--- src/rtl/cordic_seq_if.sv ---
// Control bundle between the CORDIC iteration sequencer and the rest of the
// datapath: start request and unit status in, iteration/enable/ops/status out.
interface cordic_seq_if #(
    parameter int IW = 5
) ();
    logic          go;
    logic          z_sign;
    logic          x_done;
    logic          y_done;
    logic          z_done;
    logic [IW-1:0] iter;
    logic          start;
    logic          op_x;
    logic          op_y;
    logic          op_z;
    logic          busy;
    logic          done;
    logic          err;

    // Sequencer side: drives iteration control, reads unit status.
    modport master (
        input  go, z_sign, x_done, y_done, z_done,
        output iter, start, op_x, op_y, op_z, busy, done, err
    );

    // Datapath / top-level side: the mirror image.
    modport slave (
        output go, z_sign, x_done, y_done, z_done,
        input  iter, start, op_x, op_y, op_z, busy, done, err
    );
endinterface

--- src/rtl/cordic_seq.sv ---
// Rotation-mode iteration sequencer for the bit-serial CORDIC datapath.
// Walks iter 0 (load), 1..N_ITER, raising start for each shift-and-compute
// pass, picks add/subtract direction from the z sign before each pass, waits
// for all three unit dones (with a watchdog) and reports done or err.
module cordic_seq #(
    parameter int N_ITER  = 16,
    parameter int TIMEOUT = 64,
    parameter int IW      = 5
) (
    input  logic         clk,
    input  logic         rst,
    cordic_seq_if.master io_seq
);

    localparam int              WW           = $clog2(TIMEOUT + 1);
    localparam logic [IW-1:0]   LP_ITER_LAST = IW'(N_ITER);
    localparam logic [WW-1:0]   LP_WD_LAST   = WW'(TIMEOUT - 1);

    typedef enum logic [2:0] {
        S_IDLE,
        S_LOAD,
        S_ARM,
        S_SHIFT,
        S_DROP,
        S_FINISH,
        S_ERROR
    } state_t;

    state_t        r_state;
    state_t        w_state_nxt;
    logic [IW-1:0] r_iter;
    logic [IW-1:0] w_iter_nxt;
    logic          r_op_x;
    logic          r_op_y;
    logic          r_op_z;
    logic          w_op_x_nxt;
    logic          w_op_y_nxt;
    logic          w_op_z_nxt;
    logic          r_fx;
    logic          r_fy;
    logic          r_fz;
    logic          w_fx_nxt;
    logic          w_fy_nxt;
    logic          w_fz_nxt;
    logic [WW-1:0] r_wd;
    logic [WW-1:0] w_wd_nxt;

    // Sticky flags merged with this cycle's dones, so same-cycle arrivals count.
    logic w_fx_set;
    logic w_fy_set;
    logic w_fz_set;
    logic w_all_done;
    logic w_wd_hit;

    assign w_fx_set   = r_fx | io_seq.x_done;
    assign w_fy_set   = r_fy | io_seq.y_done;
    assign w_fz_set   = r_fz | io_seq.z_done;
    assign w_all_done = w_fx_set & w_fy_set & w_fz_set;
    // True in the SHIFT cycle that brings the watchdog up to TIMEOUT.
    assign w_wd_hit   = (r_wd == LP_WD_LAST);

    // State and datapath-control registers; reset aborts any run at once.
    always_ff @(posedge clk or posedge rst) begin
        if (rst) begin
            r_state <= S_IDLE;
            r_iter  <= '0;
            r_op_x  <= 1'b0;
            r_op_y  <= 1'b0;
            r_op_z  <= 1'b0;
            r_fx    <= 1'b0;
            r_fy    <= 1'b0;
            r_fz    <= 1'b0;
            r_wd    <= '0;
        end else begin
            r_state <= w_state_nxt;
            r_iter  <= w_iter_nxt;
            r_op_x  <= w_op_x_nxt;
            r_op_y  <= w_op_y_nxt;
            r_op_z  <= w_op_z_nxt;
            r_fx    <= w_fx_nxt;
            r_fy    <= w_fy_nxt;
            r_fz    <= w_fz_nxt;
            r_wd    <= w_wd_nxt;
        end
    end

    // Next-state logic: everything holds unless the current state moves it.
    always_comb begin
        w_state_nxt = r_state;
        w_iter_nxt  = r_iter;
        w_op_x_nxt  = r_op_x;
        w_op_y_nxt  = r_op_y;
        w_op_z_nxt  = r_op_z;
        w_fx_nxt    = r_fx;
        w_fy_nxt    = r_fy;
        w_fz_nxt    = r_fz;
        w_wd_nxt    = r_wd;

        case (r_state)
            // Idle keeps iter where it was so finished results stay frozen;
            // ERROR restarts the same way and leaving it drops err.
            S_IDLE, S_ERROR: begin
                if (io_seq.go) begin
                    w_state_nxt = S_LOAD;
                    w_iter_nxt  = '0;
                end
            end

            // iter=0 for this single cycle makes the units load x0/y0/z0.
            S_LOAD: begin
                w_iter_nxt  = IW'(1);
                w_state_nxt = S_ARM;
            end

            // Direction is frozen here and held for the whole pass. Flags are
            // also cleared here because an ERROR exit can leave some set.
            S_ARM: begin
                w_op_z_nxt  = ~io_seq.z_sign;
                w_op_x_nxt  = ~io_seq.z_sign;
                w_op_y_nxt  =  io_seq.z_sign;
                w_fx_nxt    = 1'b0;
                w_fy_nxt    = 1'b0;
                w_fz_nxt    = 1'b0;
                w_wd_nxt    = '0;
                w_state_nxt = S_SHIFT;
            end

            // Completion is tested before the watchdog so it wins a tie.
            S_SHIFT: begin
                w_fx_nxt = w_fx_set;
                w_fy_nxt = w_fy_set;
                w_fz_nxt = w_fz_set;
                w_wd_nxt = r_wd + WW'(1);
                if (w_all_done) begin
                    w_state_nxt = S_DROP;
                end else if (w_wd_hit) begin
                    w_state_nxt = S_ERROR;
                end
            end

            // start low for a cycle resets the unit counters and done flags.
            S_DROP: begin
                w_fx_nxt = 1'b0;
                w_fy_nxt = 1'b0;
                w_fz_nxt = 1'b0;
                if (r_iter == LP_ITER_LAST) begin
                    w_state_nxt = S_FINISH;
                end else begin
                    w_iter_nxt  = r_iter + IW'(1);
                    w_state_nxt = S_ARM;
                end
            end

            // go is deliberately not looked at here; IDLE picks it up next.
            S_FINISH: begin
                w_state_nxt = S_IDLE;
            end

            default: begin
                w_state_nxt = S_IDLE;
            end
        endcase
    end

    assign io_seq.iter  = r_iter;
    assign io_seq.op_x  = r_op_x;
    assign io_seq.op_y  = r_op_y;
    assign io_seq.op_z  = r_op_z;
    assign io_seq.start = (r_state == S_SHIFT);
    assign io_seq.busy  = (r_state == S_LOAD) || (r_state == S_ARM) ||
                          (r_state == S_SHIFT) || (r_state == S_DROP);
    assign io_seq.done  = (r_state == S_FINISH);
    assign io_seq.err   = (r_state == S_ERROR);

endmodule

--- src/flat_wrapper.sv ---
// flat-port wrapper written by rule: the top's interface ports become plain ports
module cordic_seq_flat 
#(
    parameter int N_ITER  = 16,
    parameter int TIMEOUT = 64,
    parameter int IW      = 5
)
  (clk, rst, io_seq_go, io_seq_z_sign, io_seq_x_done, io_seq_y_done, io_seq_z_done, io_seq_iter, io_seq_start, io_seq_op_x, io_seq_op_y, io_seq_op_z, io_seq_busy, io_seq_done, io_seq_err);
  cordic_seq_if #(.IW(IW)) io_seq_i ();
  input  logic clk;
  input  logic rst;
  input wire logic [$bits(io_seq_i.go)-1:0] io_seq_go;
  input wire logic [$bits(io_seq_i.z_sign)-1:0] io_seq_z_sign;
  input wire logic [$bits(io_seq_i.x_done)-1:0] io_seq_x_done;
  input wire logic [$bits(io_seq_i.y_done)-1:0] io_seq_y_done;
  input wire logic [$bits(io_seq_i.z_done)-1:0] io_seq_z_done;
  output wire logic [$bits(io_seq_i.iter)-1:0] io_seq_iter;
  output wire logic [$bits(io_seq_i.start)-1:0] io_seq_start;
  output wire logic [$bits(io_seq_i.op_x)-1:0] io_seq_op_x;
  output wire logic [$bits(io_seq_i.op_y)-1:0] io_seq_op_y;
  output wire logic [$bits(io_seq_i.op_z)-1:0] io_seq_op_z;
  output wire logic [$bits(io_seq_i.busy)-1:0] io_seq_busy;
  output wire logic [$bits(io_seq_i.done)-1:0] io_seq_done;
  output wire logic [$bits(io_seq_i.err)-1:0] io_seq_err;
  assign io_seq_i.go = io_seq_go;
  assign io_seq_i.z_sign = io_seq_z_sign;
  assign io_seq_i.x_done = io_seq_x_done;
  assign io_seq_i.y_done = io_seq_y_done;
  assign io_seq_i.z_done = io_seq_z_done;
  assign io_seq_iter = io_seq_i.iter;
  assign io_seq_start = io_seq_i.start;
  assign io_seq_op_x = io_seq_i.op_x;
  assign io_seq_op_y = io_seq_i.op_y;
  assign io_seq_op_z = io_seq_i.op_z;
  assign io_seq_busy = io_seq_i.busy;
  assign io_seq_done = io_seq_i.done;
  assign io_seq_err = io_seq_i.err;
  cordic_seq #(.N_ITER(N_ITER), .TIMEOUT(TIMEOUT), .IW(IW)) u_core (.clk(clk), .rst(rst), .io_seq(io_seq_i));
endmodule
--- config.mk ---
export PLATFORM = sky130hd
export DESIGN_NAME = cordic_seq_flat
export DESIGN_NICKNAME = d
export VERILOG_FILES = /design/src/rtl/cordic_seq_if.sv /design/src/rtl/cordic_seq.sv /design/src/flat_wrapper.sv
export SDC_FILE = /design/constraint.sdc
export NUM_CORES = 1
export LEC_CHECK = 0
export ABC_AREA = 1
export CAP_MARGIN = 25
export CORE_MARGIN = 4
export CORE_UTILIZATION = 45
export CTS_CLUSTER_DIAMETER = 60
export DETAILED_ROUTE_END_ITERATION = 8
export PLACE_DENSITY = 0.8
export SLEW_MARGIN = 40
export SYNTH_ARGS = -nofsm -noshare
export SYNTH_HDL_FRONTEND = slang
export SYNTH_SLANG_ARGS = --single-unit
--- constraint.sdc ---
create_clock -name clk -period 1.9 [get_ports clk]
set_clock_uncertainty 0.2 [all_clocks]
set_input_delay 0.19 -clock clk [delete_from_list [all_inputs] [get_ports clk]]
set_output_delay 0.19 -clock clk [all_outputs]
set_load 0.1 [all_outputs]
-- After elaboration in Yosys (flattened, before gate mapping)
Cells that the tools add are included.
- bitwise logic cells: 6
- equality and inequality tests: 11
- multiplexer cells: 12
- reduce and logical (&&, ||, !) cells: 11
- add/sub/neg operators: 2
- operators with widths (cell ; number):
    case mux 3 bit (5 select lines) ; 1
    case mux 5 bit (3 select lines) ; 1
    case mux 7 bit (2 select lines) ; 1
    2-to-1 mux 3 bit ; 4
    2-to-1 mux 5 bit ; 2
    equality test 3 bit, second input constant ; 3
    adder 7 x 1 -> 7 bit, second input constant ; 1
    equality test 7 x 6 -> 1 bit, second input constant ; 1
    equality test 3 x 2 -> 1 bit, second input constant ; 2
    case mux 1 bit (2 select lines) ; 3
    adder 5 x 1 -> 5 bit, second input constant ; 1
    equality test 5 bit, second input constant ; 1
    != test 2 bit, second input constant ; 2
    nonzero test 2 bit ; 2
    OR reduction 2 bit ; 2
    equality test 3 x 1 -> 1 bit, second input constant ; 1
    logical NOT 3 bit ; 1
    logical OR 1 bit ; 3
    != test 3 x 1 -> 1 bit, second input constant ; 1
    OR 1 bit ; 3
    AND reduction 3 bit ; 1
    nonzero test 3 bit ; 1
    AND 1 bit ; 2
    AND reduction 2 bit ; 1
    inverter 1 bit ; 1
- bits of input ports: 7
- output and inout bits: 12
- word-level logic and storage cells: 50
- register bits: 20

-- Depth between registers and ports, before layout
- depth in word-level cells: 5
- gate-level depth with buffers: 9
- depth with buffers taken out: 9

-- Least setup slack after synthesis
No wires, ideal clock.
- path kind: reg2out
- from: register u_core.r_state[1]
- to: output io_seq_err
- required time: 1510 ps
- slack: -1075 ps
- data arrival time: 2585 ps
- stages on the path, launching flop included: 3
- buffers on the path: 0
- path through: dfrtp_1 -> inv_2 -> nor3_1
- longest elaborated chain between the ends: 1
- ends and longest elaborated chain (what ; RTL line ; text):
    from (decl) ; cordic_seq.sv:29 ; state_t r_state;
    from (signal assigned) ; cordic_seq.sv:75 ; r_state <= w_state_nxt;
    equality test 3 bit ; cordic_seq.sv:173 ; assign io_seq.err = (r_state == S_ERROR);
    to (decl) ; flat_wrapper.sv:24 ; output wire logic [$bits(io_seq_i.err)-1:0] io_seq_err;
No other way between the ends.

-- Worst setup path in the final report
- from: register u_core.r_state[0]
- to: output io_seq_busy
- longest elaborated chain between the ends: 4
- elaborated cells on any way between the ends: 7
- classes of those cells: eq/ne: 4; reduce/logical: 3
- ends and longest elaborated chain (what ; RTL line ; text):
    equality test 3 x 1 -> 1 bit or equality test 3 x 2 -> 1 bit (tied branches) ; cordic_seq.sv:170 ; assign io_seq.busy = (r_state == S_LOAD) || (r_state == S_ARM) ||
    logical OR 1 bit (2 in series) ; cordic_seq.sv:170 ;
    logical OR 1 bit * ; cordic_seq.sv:171 ; (r_state == S_SHIFT) || (r_state == S_DROP);
    to (decl) ; flat_wrapper.sv:22 ; output wire logic [$bits(io_seq_i.busy)-1:0] io_seq_busy;
Mark *: on every way between the ends. The rest lies on a longest branch, timed or not.

==> key figures <==
Route
  – Routed vias/inst: a little over 5
  – Final ANT Viol Nets: 0
  – Initial drt markers: 26
  – Number of remaining DRC errors: 0
  – Number of detailed-route iterations in the first pass: 4
  – DR vias: 1085
  – DR WL/cell: 12.7 µm
  – Total Wirelength: 2730 µm

Place
  – Post-Place Cell Area: approximately 0.0015 mm²
  – IO Port Bufs: 18
  – Post-DP HPWL: just under 2000 µm
  – Placed cells: about 200
  – Final RePlAce weighted congestion: 0.769

Hold path
  – Worst min-delay path class: in2async

Yosys
  – #FFs+latches synth: 20
  – EDFF count, synth: 0
  – Synthesized area per cell: 7.58 µm²
  – FFs w/ async S/R, synth: 100%
  – Share of the synthesized area in the top cell type: 42.9%
  – Syn nets: 164
  – Post-Synthesis Cells: 154
  – Ranking of synthesized cells by area: dfrtp_1 43%, nand2_1 15%, inv_1 6.4%
  – Most frequent cell after synthesis: nand2_1
  – Number of library cell types mapped by synthesis: 27
  – Proportion of synthesized chip area in sequential cells: 42.9%
  – Mapped Area: 0.00117 mm²
  – Synth warnings: 0
  – Top cells by count, synth: 48 x nand2_1, 20 x dfrtp_1, 20 x inv_1
  – Synth Flop Type: dfrtp_1
  – Synth area leader: dfrtp_1

STA
  – Min Hold Slack: -8.07 ps
  – Transition time at the pin with the least slew margin: 256 ps
  – Tcrit/Tclk final: 96.0%
  – Final Slew Violations: 0
  – Setup violators final: 0
  – Period minus WS final: around 1800 ps
  – Relative slew slack: 82.9%
  – Fmax: around 550 MHz
  – Setup tns final: 0 ps
  – Final hold vios: 20

Die
  – Boundary Pins: 19
  – Die width: 58.9 µm
  – Row Count: 18
  – Core area: approximately 0.0025 mm²
  – Chip Height: 58.9 µm
  – DIE AREA: 0.00347 mm²
  – Effective utilization at floorplan: 47.1%

Pwr
  – Sw Ratio: 53.1%
  – Logic pwr share: 67.4%
  – Peak VDD IR: 1120 µV
  – Switching pwr: approximately 1500 µW
  – Power Internal: 1320 µW
  – Pwr dens: 1700 mW/mm²
  – Clock network power share: around 7.6%
  – P_leak: between 0.0008 and 0.0009 µW
  – Sequential Power Share: 24.9%
  – Pwr Total: 2810 µW

Setup path
  – Worst Path Buf+Inv: 2
  – Largest stage delay, worst path: approximately 470 ps
  – Crit-path leading delay family: flip-flops
  – Max stage delay cell, worst path: dfrtp_2
  – Crit path arrival time: 1430 ps
  – Critical path peak fanout: 5
  – Worst path cell trace: inv_4 -> nand3_2 -> nand2_2 -> nor2_4 -> nand2_4 -> buf_12
  – Crit path capture type: output pin
  – Req. time, crit path: 1510 ps
  – Startpoint type of the worst setup path: register
  – Critical path class: reg2out

Clocking
  – TritonCTS clock tree: yes
  – Hold_buf cts: 0
  – Clock latency on the worst-skew pair: 310 ps
  – CTS buffer count: 3
  – Clock root cell: clkbuf_4
  – Num Clock Sinks: 20
  – Max H-tree Level: 1
  – Reg clk slew, reported paths: 110 ps
  – Deepest clock path buffer count: 2

GRT
  – Antenna violations before repair: 0
  – Vias in the first global route: 1066
  – First-pass GRT wire length: 4520 µm
  – Largest net degree at the start of global routing: 21
  – Grt ovf: 0
  – Gr usage total: between 10% and 20%

Cells and area
  – Filler Cell Count: 200
  – Antenna Cells: 0
  – Area Growth Syn to Fin: 41.8%
  – Finished Layout Cells: 215
  – Nets: 196
  – Final Instance Area: ~0.0017 mm²
  – Share of cells above drive strength 1: 28.1%

Status
  – Outcome: finished with violations
  – Failing checks: negative hold slack

Run
  – Max_cap viols: 0
## state kept, by name, indices dropped and copies added (netlist names)
signal              flops
u_core.r_fx             1
u_core.r_state          3
u_core.io_seq.op_y      1
u_core.r_wd             7
u_core.r_fy             1
u_core.io_seq.iter      5
u_core.io_seq.op_x      1
u_core.r_fz             1
## worst reg2reg max path: stages, from the launching register on
cell	delay, ps
dfrtp_2	460
inv_1	60
ha_1	190
nand3_1	150
nor2_1	60
nor2_1	80
nand2_1	130
nand2_1	100
nand2_1	50
## worst paths after layout
check                                                        from                                 to  slack (ps)  cells past startpoint
worst min register to register            u_core.r_fx$_DFFE_PP0P_            u_core.r_fx$_DFFE_PP0P_         340                      2
worst min-delay path                                          rst            u_core.r_fy$_DFFE_PP0P_          -8                      3
max in group asynchronous                                     rst      u_core.r_state[0]$_DFFE_PP0P_        1280                      3
worst max-delay path                u_core.r_state[0]$_DFFE_PP0P_                        io_seq_busy          80                      6
worst max register to register  u_core.io_seq.iter[0]$_DFFE_PP0P_  u_core.io_seq.iter[3]$_DFFE_PP0P_         330                      8
min in group clk                                    io_seq_z_sign     u_core.io_seq.op_y$_DFFE_PP0P_         240                      3
## power by group through the flow
stage          Sequential [µW]  Combinational [µW]  Clock, µW
4_1_cts                    697                1810        212
6_report                   701                1890        214
5_1_grt                    720                2010        234
2_1_floorplan              872                1000          0
3_5_place_dp               689                1720          0
3_3_place_gp               680                1680          0
## layer usage
layer  vias to the layer above  wire, µm  global-route usage [%]
met5                         -         0                       0
met2                        26      1480                    30.9
met4                         0        80                    5.18
met1                       505      1060                    19.0
met3                        10       109                    5.48
li1                        544         -                       -
## placed cells by master, fill, tap and decap left out, drive strengths merged
cell,n
clkdlybuf4s50,6
clkbuf,4
xor2,1
nand2,51
buf,22
o31ai,1
a21oi,1
nor3,2
a22o,1
o21a,1
o21ai,7
dfrtp,20
o22ai,1
nor2,19
ha,3
inv,24
or2,1
nand3,16
a21boi,3
xnor2,1
## cells by family after synthesis
| logic type | share of synthesized area (%) |
|---|---|
| xor gates and xnor gates | 1.50 |
| AOI/OAI and AO/OA | 8.68 |
| adders and majority gates | 3.22 |
| buffers and inverters | 8.36 |
| and+or+nand+nor | 35.4 |
| DFF | 42.9 |
## repair_timing
item                                    CTS  global route
cloned                                    0             0
gates resized for setup                   6             2
hold endpoints to repair                  0             0
pin swaps                                 1             2
endpoints found under the setup margin    1             2
setup buffers                             3             6
## cell type report
class	count	area, µm²	share of cell area, %
Tap cell	30	37.5	2.27
Inverter	24	97.6	5.90
Timing Repair Buffer	28	388	23.4
Clock buffer	4	26.3	1.59
Sequential cell	20	509	30.8
Multi-Input combinational cell	109	597	36.1
## through the flow
stage,utilization (%),worst slack (ps)
after floorplan,-,-229
after global routing,66.8,-12.5
after detailed placement,61.6,294
after CTS,64.8,10.0
after global placement,61.6,352
final,66.8,75.5
Power figures use the tool's default switching activity.
